File: src/rtl/tf_cycle_counter.sv
// 64-bit cycle counter with a LO-read-triggered HI shadow; the watchdog
// terminal-count compare exists only when TEST_FINISHER_TIMEOUT_EN is defined.
module tf_cycle_counter #(
  parameter int unsigned TIMEOUT_CYCLES = 50000
) (
  input  logic        clk,
  input  logic        rst_n,
  input  logic        en,
  input  logic        lo_rd,
  output logic [31:0] cnt_lo,
  output logic [31:0] hi_shadow
`ifdef TEST_FINISHER_TIMEOUT_EN
  ,
  output logic        expired
`endif
);

  logic [63:0] cnt_q, cnt_d;
  logic [31:0] shadow_q, shadow_d;

  always_comb begin
    cnt_d    = en ? cnt_q + 64'd1 : cnt_q;
    // HI is latched from the pre-edge count so a LO/HI pair is coherent
    shadow_d = lo_rd ? cnt_q[63:32] : shadow_q;
  end

  always_ff @(posedge clk) begin
    if (!rst_n) begin
      cnt_q    <= '0;
      shadow_q <= '0;
    end else begin
      cnt_q    <= cnt_d;
      shadow_q <= shadow_d;
    end
  end

  assign cnt_lo    = cnt_q[31:0];
  assign hi_shadow = shadow_q;

`ifdef TEST_FINISHER_TIMEOUT_EN
  assign expired = en && (cnt_q == 64'(TIMEOUT_CYCLES));
`else
  logic unused_param;
  assign unused_param = (TIMEOUT_CYCLES == 0);
`endif

endmodule

File: config.mk
export PLATFORM = sky130hd
export DESIGN_NAME = tf_cycle_counter
export DESIGN_NICKNAME = d
export VERILOG_FILES = /design/src/rtl/tf_cycle_counter.sv
export SDC_FILE = /design/constraint.sdc
export NUM_CORES = 1
export LEC_CHECK = 0
export BUFFER_PORTS_ARGS = -buffer_cell sky130_fd_sc_hd__buf_4
export CAP_MARGIN = 20
export CORE_UTILIZATION = 55
export CTS_CLUSTER_DIAMETER = 100
export DETAILED_ROUTE_END_ITERATION = 8
export PLACE_DENSITY = 0.87
export SKIP_CTS_REPAIR_TIMING = 1
export SLEW_MARGIN = 20
export SYNTH_ARGS = -nofsm -noshare
export SYNTH_HDL_FRONTEND = slang
export SYNTH_SLANG_ARGS = --single-unit
File: constraint.sdc
create_clock -name clk -period 4.08 [get_ports clk]
set_input_delay 0.816 -clock clk [delete_from_list [all_inputs] [get_ports clk]]
set_output_delay 0.816 -clock clk [all_outputs]
set_load 0.005 [all_outputs]
Word-level counts from Yosys, hierarchy flattened

Index checks and enable logic that the tools add are counted.

Add/subtract/negate cells: 1

Operators by type and width:

| operator                | count |
|---|---|
| $add A64 B1 Y64 const B | 1 |

Bits in registers: 96
Input port bits: 4
Output and inout port bits: 64
Word-level logic and storage cells: 3

Depth between registers and ports, before layout

Gate-level depths: netlist of run 1.

Depth in word-level cells: 1
Mapped depth: 7
Depth with buffers taken out: 6

Worst setup path before layout of run 1

No wires, ideal clock.

Kind: input to register
Start point: input port en
End point: register cnt_q[25]
Library setup time: 0.128 ns
Arrival: 2.239 ns
Data required time: 3.952 ns
Path slack: 1.714 ns
Stages on the path: 7
Path buffers: 2
Cell sequence: buf_4 nand3_1 or4_1 buf_2 nor4b_2 xnor2_1 nor2_1

RTL lines:

| what                   | line | text |
|---|---|---|
| start: declaration     | 8    | `input logic en,` |
| end signal: assignment | 32   | `cnt_q <= cnt_d;` |
| end: declaration       | 18   | `logic [63:0] cnt_q, cnt_d;` |

Final worst setup path of run 1

Start point: register cnt_q[16]
End point: register cnt_q[58]

Cells in the longest elaborated chain, start to end: 1

RTL lines:

| what            | line | text |
|---|---|---|
| $add A64 B1 Y64 | 22   | `cnt_d = en ? cnt_q + 64'd1 : cnt_q;` |

Every way passes these cells.
A chain may end at the register's enable or synchronous reset.

==> qor.yml, run 1 <==
synth_seq_cells: 96
fp-row-count: 32
startpoint_type: "flop"
cp.required_ns: 4.39
antennaDiodeCount: 0
max_stage_delay_ns: 0.91
tns_ns: 0
hold_viol_final: 0
layout-drive-gt1-share: 0.1913
clock_latency_ns: 0.37
vdd.ir_drop.worst_mv: 0.2711
seq_area_frac_synth: 0.4184
vias: 3902
drv_slew: 0
synth_cells: 520
final_area_um2: 5125
die_y_um: 93.39
power_frac_seq: 0.577
drt_iter0_drc: 234
clkTransAtPathRegs_ns: 0.10
power_switching_mw: 0.3853
hold_class: "reg -> reg"
grt_pass1_vias: 3674
ys_async_sr_fraction: 0
globalRouteOverflowTotal: 0
clockPowerShare: 0.397
cp_max_fo: 11
route.detailed.drc: 0
dp_hpwl_um: 7165
firstDrtPassIters: 5
worstMarginPinSlew_ns: 0.9685
globalplace.congestion: 0.8350
grt_pass1_wl_um: 16820
fmax_ghz: 0.3697
areaGrowthSynthToFinish_pct: 11.58
post-route-util: 0.6497
cts_tree: "yes"
syn_avg_cell_area_um2: 8.833
worstPathArrival_ns: 3.01
ant_nets: 0
clkSinkCount: 96
finalSetupViolCount: 0
cp_cell_sequence: "nand3_2 -> nor4_2 -> nand4_2 -> or4_1 -> a21oi_1"
cp_slowest_cell: "nor4_2"
antenna_found_initial: 0
track_usage: 0.2417
swShare: 0.2359
wl_um: 9953
slew_headroom: 0.3490
yosysUniqueCellTypes: 43
nets: 554
grt_max_degree: 45
clockBufferDepth: 2
power_density_nw_per_um2: 318.7
wl_per_cell_um: 15.17
fin_cells: 656
drv_cap: 0
rsz0062_at_grt: "false"
root_buffer: "clkbuf_8"
coreArea_um2: 7888
leakage_nw: 1.928
die-area_um2: 8721
yosysWarnings: 0
initial_core_util: 0.5823
p_comb_frac: 0.026
placed_cells: 640
final_common_cell: "dfxtp_1"
final_cell_mix: "96 x dfxtp_1, 80 x nor2_1, 69 x buf_4"
die_x_um: 93.39
crit_type: "reg -> reg"
end_kind: "flop"
finalCritPeriodShare: 0.6630
post_dp_cell_area_um2: 4917
boundaryPins: 68
numCtsBuffers: 9
ys.flop_type: "dfxtp_1"
synth_area_um2: 4593
total_power_mw: 1.634
skew_ns: 0.01457
synth.net_count: 525
internal_power_mw: 1.248
nFillCells: 652
synth_edf_count: 0
htreeDepth: 3
period_minus_slack_ns: 2.705
avgViaCountPerCell: 5.948
outcome: "completed"
portBuffers: 67
cell families (layout without fill, tap and decap cells):
logic type	Yosys count	count (layout)	synth area share
xor+xnor	36	36	0.06865
fa+ha+maj	1	1	0.002724
mux	33	33	0.07192
simple gates	245	245	0.3037
flops	96	96	0.4184
buf+inv	57	91	0.07491
compound gates	52	52	0.05966
cell type report:
class / count / area [um2] / area share
clock buffer: 9 / 123.9 / 0.02417
clock inverter: 7 / 83.83 / 0.01636
inverter: 6 / 22.52 / 0.004395
multi-input combinational: 367 / 2327 / 0.4541
sequential: 96 / 1922 / 0.3750
tap: 102 / 127.6 / 0.02490
timing repair buffer: 69 / 518.0 / 0.1011
routing by layer:
layer / GRT usage / vias to the layer above / part of all wire
li1: - / 1877 / -
met5: 0 / - / 0
met3: 0.05528 / 26 / 0.065
met1: 0.2861 / 1854 / 0.42
met4: 0.09744 / 0 / 0.019
met2: 0.4210 / 145 / 0.49
sequential cells by signal (all words and copies together), names as in the netlist:
signal,cells
hi_shadow,32
cnt_q,64
synthesized netlist by cell type, drive strengths merged, types with 6 or more instances:
master / instances / area share
dfxtp: 96 / 0.42
nor2: 80 / 0.065
buf: 43 / 0.063
nand3: 34 / 0.042
mux2i: 33 / 0.072
nand4: 29 / 0.047
nand2: 27 / 0.022
a21oi: 25 / 0.027
o21ai: 22 / 0.024
or3: 21 / 0.029
xor2: 21 / 0.040
nor4: 16 / 0.041
xnor2: 15 / 0.029
nor3: 12 / 0.013
and3: 9 / 0.012
clkbuf: 8 / 0.0065
inv: 6 / 0.0049
critical path: cells and delay by family (launching register included):
kind / cells / cell delay, ns
flip-flops: 1 / 0.42
AND/OR/NAND/NOR: 4 / 2.07
AO/OA/AOI/OAI: 1 / 0.15
power groups by stage:
stage | clock network, mW | logic [mW] | registers [mW]
after floorplan | 0 | 0.0356 | 0.963
after global placement | 0 | 0.0417 | 0.964
after detailed placement | 0 | 0.0423 | 0.964
after CTS | 0.659 | 0.0423 | 0.942
after global routing | 0.694 | 0.0456 | 0.943
final | 0.649 | 0.0421 | 0.942
per-stage QoR:
| step | setup WS [ns] | hold WS, ns |
|---|---|---|
| 6_report | 1.375 | 0.5062 |
| 5_1_grt | 1.169 | 0.5395 |
| 4_1_cts | 1.427 | 0.5129 |
| 3_5_place_dp | 1.459 | 0.4870 |
| 3_3_place_gp | 1.513 | 0.4734 |
| 2_1_floorplan | 1.714 | 0.4578 |
worst paths after layout:
kind	end	from	slack [ns]	cells after the start
hold / removal	hi_shadow[0]	hi_shadow[0]	0.51	2
setup / recovery	cnt_q[58]	cnt_q[16]	1.38	5
hold reg to reg	hi_shadow[0]	hi_shadow[0]	0.51	2
setup reg to reg	cnt_q[58]	cnt_q[16]	1.38	5
Power figures use the tool's default switching activity.
==> inputs of run 2 (changes only) <==
clock period = 2.71 ns   (was 4.08 ns; I/O delays follow)
==> run 2 against run 1 <==
Highest routed layer unchanged. Routed wire length grew 1.3%. Sequential power grew 51%. Worst setup slack lost 0.91 ns. First-iteration DRC count shrank 7.7%. Global-route usage grew 0.17 points. Count of clock-buffer cells in the layout grew 3. Via count shrank 1.5%. Largest cell class unchanged.
==> qor.yml, run 2 (same netlist as run 1, synthesis figures left out) <==
outcome: "completed"
wl_per_cell_um: 15.30  # +0.81%
drt_iter0_drc: 216  # -7.7%
nets: 559  # +0.90%
ant_nets: 0  # unchanged
nFillCells: 633  # -2.9%
top_register: "cnt_q"
initial_core_util: 0.5823  # unchanged
cp_cell_sequence: "nand4_1 -> nor4_2 -> buf_4 -> nand4_2 -> or4_1 -> a21oi_1"
hold_viol_final: 0  # unchanged
grt_max_degree: 36  # -20%
startpoint_type: "flop"
antennaDiodeCount: 0  # unchanged
critical_path.top_delay_family: "simple AND/OR/NAND/NOR gates"
skew_ns: 0.007529  # -0.007036 ns
final_common_cell: "dfxtp_1"
hold_path_end: "cnt_q[33]"
clockBufferDepth: 2  # unchanged
cts_tree: "yes"
numCtsBuffers: 9  # unchanged
dp_hpwl_um: 7017  # -2.1%
root_buffer: "clkbuf_8"
globalplace.congestion: 0.8495  # +1.7%
end_kind: "flop"
total_power_mw: 2.310  # +41%
vdd.ir_drop.worst_mv: 0.1968  # -27%
drv_cap: 0  # unchanged
worstPathArrival_ns: 2.56  # -0.45 ns
crit_type: "reg -> reg"
grt_pass1_wl_um: 16840  # about the same
antenna_found_initial: 0  # unchanged
worstHoldStart: "rst_n"
fin_hold_ws_ns: 0.4353  # -0.07089 ns
htreeDepth: 3  # unchanged
whs_path_depth: 2  # unchanged
layout-drive-gt1-share: 0.1921  # +0.0007648
areaGrowthSynthToFinish_pct: 11.41
period_minus_slack_ns: 2.250  # -0.4551 ns
r2r_cells: 6  # +1
finalSetupViolCount: 0  # unchanged
boundaryPins: 68  # unchanged
rsz0062_at_grt: "false"
route.detailed.drc: 0  # unchanged
fmax_ghz: 0.4445  # +20%
fp-row-count: 32  # unchanged
cp.required_ns: 3.02  # -1.37 ns
clkSinkCount: 96  # unchanged
drv_slew: 0  # unchanged
cp_max_fo: 11  # unchanged
die_x_um: 93.39  # unchanged
worst-path-buf-inv: 1  # +1
tns_ns: 0  # unchanged
firstDrtPassIters: 5  # unchanged
track_usage: 0.2434  # +0.001694
avgViaCountPerCell: 5.832  # -2.0%
rr_startpoint: "cnt_q[18]"
grt_pass1_vias: 3579  # -2.6%
leakage_nw: 1.935  # +0.37%
portBuffers: 67  # unchanged
globalRouteOverflowTotal: 0  # unchanged
cp_slowest_cell: "or4_1"
clkTransAtPathRegs_ns: 0.09  # about the same
wl_um: 10080  # +1.3%
power_density_nw_per_um2: 451.3  # +42%
die_y_um: 93.39  # unchanged
rrSetupSlack_ns: 0.46  # -0.91 ns
coreArea_um2: 7888  # unchanged
final_cell_mix: "96 x dfxtp_1, 80 x nor2_1, 74 x buf_4"
hold_class: "in -> reg"
die-area_um2: 8721  # unchanged
clock_latency_ns: 0.37  # about the same
max_stage_delay_ns: 0.55  # -0.36 ns
vias: 3843  # -1.5%
worstMarginPinSlew_ns: 0.5472  # -0.4212 ns
rr_endpoint: "cnt_q[58]"
largest_register_ffs: 64  # unchanged
finalCritPeriodShare: 0.8302  # +0.1672
slew_headroom: 0.6318  # +0.2828
-- run 2: cell count changes in the layout (fill, tap and decap cells not counted), sizes merged --
cell      before  now
clkbuf         9   12
clkinv         1    2
buf           69   74
clkinvlp       1    0
bufinv         1    0
inv           10    6
-- run 2: how the worst max path moves through the flow --
stage	start	endpoint	slack, ns	depth (start not counted)
2_1_floorplan	en	cnt_q[25]	0.62	7
3_3_place_gp	en	cnt_q[21]	0.47	6
3_5_place_dp	en	cnt_q[21]	0.42	6
4_1_cts	cnt_q[18]	cnt_q[58]	0.45	6
5_1_grt	cnt_q[0]	cnt_q[58]	0.29	6
6_report	cnt_q[18]	cnt_q[58]	0.46	6
-- run 2: layer usage --
| layer | vias up | routed length, um | GRT usage |
|---|---|---|---|
| met1 | 1821 | 4349 | 0.3104 |
| met5 | - | 0 | 0 |
| met4 | 0 | 175 | 0.09872 |
| met3 | 19 | 578 | 0.03902 |
| li1 | 1874 | - | - |
| met2 | 129 | 4976 | 0.4093 |
-- run 2: where the power goes --
| group | switching, mW | internal, mW | total [mW] |
|---|---|---|---|
| Combinational | 0.0435 | 0.0227 | 0.0662 |
| Clock | 0.473 | 0.353 | 0.826 |
| Sequential | 0.00543 | 1.41 | 1.42 |
-- run 2: final cells by class --
cell class                      instances  area [um2]  area share
Clock buffer                           12       145.1     0.02836
Inverter                                6       22.52    0.004401
Sequential cell                        96        1922      0.3755
Tap cell                              102       127.6     0.02494
Timing Repair Buffer                   74       555.5      0.1086
Multi-Input combinational cell        367        2327      0.4548
Clock inverter                          2       17.52    0.003423
-- run 2: stage by stage --
| stage | std cells | setup WS (ns) | instance area (um2) | util |
|---|---|---|---|---|
| finish | 659 | 0.4602 | 5117 | 0.6488 |
| floorplan | 520 | 0.6176 | 4593 | - |
| CTS | 659 | 0.4503 | 5117 | 0.6488 |
| detailed placement | 645 | 0.4245 | 4955 | 0.6282 |
| global route | 659 | 0.2867 | 5117 | 0.6488 |
| global placement | 645 | 0.4665 | 4955 | 0.6282 |
==> inputs of run 3 (changes only) <==
clock period = 2.1 ns   (was 2.71 ns; I/O delays follow)
==> run 3 against run 2 <==
Register-to-register slack worse by 0.43 ns. Power is 31% higher. Combinational power is 49% higher.
==> qor.yml, run 3 (same netlist as run 1, synthesis figures left out) <==
wl_um: 11290  # +12%
drv_slew: 0  # unchanged
root_buffer: "clkbuf_8"
rr_endpoint: "cnt_q[58]"
whs_path_depth: 2  # unchanged
dp_hpwl_um: 7837  # +12%
initial_core_util: 0.5823  # unchanged
rrSetupSlack_ns: 0.03  # -0.43 ns
hold_viol_final: 0  # unchanged
vdd.ir_drop.worst_mv: 0.2888  # +47%
grt_max_degree: 36  # unchanged
largest_register_ffs: 64  # unchanged
cp_max_fo: 7  # -4
boundaryPins: 68  # unchanged
grt_pass1_vias: 3884  # +8.5%
fmax_ghz: 0.4838  # +8.8%
final_cell_mix: "117 x buf_4, 89 x dfxtp_1, 80 x nor2_1"
htreeDepth: 3  # unchanged
antennaDiodeCount: 0  # unchanged
outcome: "completed"
clkSinkCount: 96  # unchanged
grtUsageMet3: 0.04472  # +0.005691
grt_busiest_layer: "met2"
die_x_um: 93.39  # unchanged
finalSetupViolCount: 0  # unchanged
final_area_um2: 5542  # +8.3%
clkTransAtPathRegs_ns: 0.09  # about the same
nets: 603  # +7.9%
fp-row-count: 32  # unchanged
setup_ws_ns: 0.03308  # -0.4271 ns
leakage_nw: 2.213  # +14%
hold_class: "in -> reg"
drt_iter0_drc: 313  # +45%
post-route-util: 0.7026  # +0.05378
slew_headroom: 0.6546  # +0.02278
total_power_mw: 3.028  # +31%
end_kind: "flop"
period_minus_slack_ns: 2.067  # -0.1829 ns
track_usage: 0.2586  # +0.01519
met2_usage: 0.4467  # +0.03738
coreArea_um2: 7888  # unchanged
startpoint_type: "flop"
layout-drive-gt1-share: 0.2753  # +0.08319
portBuffers: 67  # unchanged
rsz0062_at_grt: "true"
cts_tree: "yes"
wl_per_cell_um: 16.01  # +4.7%
fin_hold_ws_ns: 0.2946  # -0.1408 ns
grt_pass1_wl_um: 18000  # +6.9%
worstHoldStart: "rst_n"
worstPathArrival_ns: 2.36  # -0.20 ns
die-area_um2: 8721  # unchanged
ant_nets: 0  # unchanged
antenna_found_initial: 0  # unchanged
top_register: "cnt_q"
crit_type: "reg -> reg"
hold_path_end: "cnt_q[33]"
globalplace.congestion: 0.8964  # +5.5%
final_common_cell: "buf_4"
avgViaCountPerCell: 5.879  # +0.82%
pre_cts_ws_ns: 0.05393  # -0.3706 ns
numCtsBuffers: 9  # unchanged
power_density_nw_per_um2: 546.5  # +21%
skew_ns: 0.01193  # +0.004404 ns
cp.required_ns: 2.39  # -0.63 ns
rr_startpoint: "cnt_q[27]"
die_y_um: 93.39  # unchanged
route.detailed.drc: 0  # unchanged
clockBufferDepth: 2  # unchanged
drv_cap: 0  # unchanged
clock_latency_ns: 0.37  # about the same
post_dp_cell_area_um2: 5245  # +5.9%
finalCritPeriodShare: 0.9842  # +0.1541
firstDrtPassIters: 5  # unchanged
worstMarginPinSlew_ns: 0.5134  # -0.03386 ns
globalRouteOverflowTotal: 0  # unchanged
areaGrowthSynthToFinish_pct: 20.65
r2r_cells: 5  # -1
grt_use_met1: 0.3189  # +0.008480
vias: 4145  # +7.9%
[run 3: cell types whose count changed in the layout (fill, tap and decap cells not counted), moves of 2 or more]
cell	change
dfxtp_1	-7
clkinv_4	-2
dfxtp_2	+6
buf_4	+43
nand3_1	-3
clkinv_2	+2
nor4_4	+2
nand3_2	+2
[run 3: how the worst max path moves through the flow]
stage	from	endpoint	slack, ns	cells past startpoint
finish	cnt_q[27]	cnt_q[58]	0.03	5
global route	cnt_q[1]	cnt_q[58]	-0.05	6
CTS	cnt_q[14]	cnt_q[58]	-0.02	6
detailed placement	cnt_q[14]	cnt_q[58]	0.05	6
global placement	en	cnt_q[21]	0.08	6
floorplan	en	cnt_q[25]	0.13	7
[run 3: layout make-up]
class / instances / area, um2
well taps: 102 / 127.6
clock buffers: 13 / 148.9
inverters: 6 / 22.52
multi-input cells: 367 / 2394
fillers: 582 / 2346
repair buffers: 118 / 898.4
flip-flops and latches: 96 / 1933
clock inverters: 3 / 17.52
[run 3: worst max-delay path, cell delays in order (launching register included)]
cell	delay, ns
dfxtp_1	0.54
nand3_1	0.20
nor4_4	0.40
nand4_4	0.18
or4_1	0.50
a21oi_1	0.17
[run 3: power breakdown]
part | total (mW) | internal, mW | switching [mW]
Clock | 1.10 | 0.462 | 0.639
Combinational | 0.0989 | 0.0385 | 0.0604
Sequential | 1.83 | 1.82 | 0.00613
Total | 3.03 | 2.32 | 0.705
[run 3: through the flow]
| step | TNS, ns | std cells |
|---|---|---|
| 2_1_floorplan | 0 | 520 |
| 3_3_place_gp | 0 | 682 |
| 3_5_place_dp | 0 | 682 |
| 4_1_cts | -0.02395 | 698 |
| 5_1_grt | -0.1908 | 705 |
| 6_report | 0 | 705 |
[run 3: per-layer routing]
metal,wire length (um),vias up
li1,-,1968
met1,4617,1987
met2,5743,166
met3,705,24
met4,221,0
met5,0,-
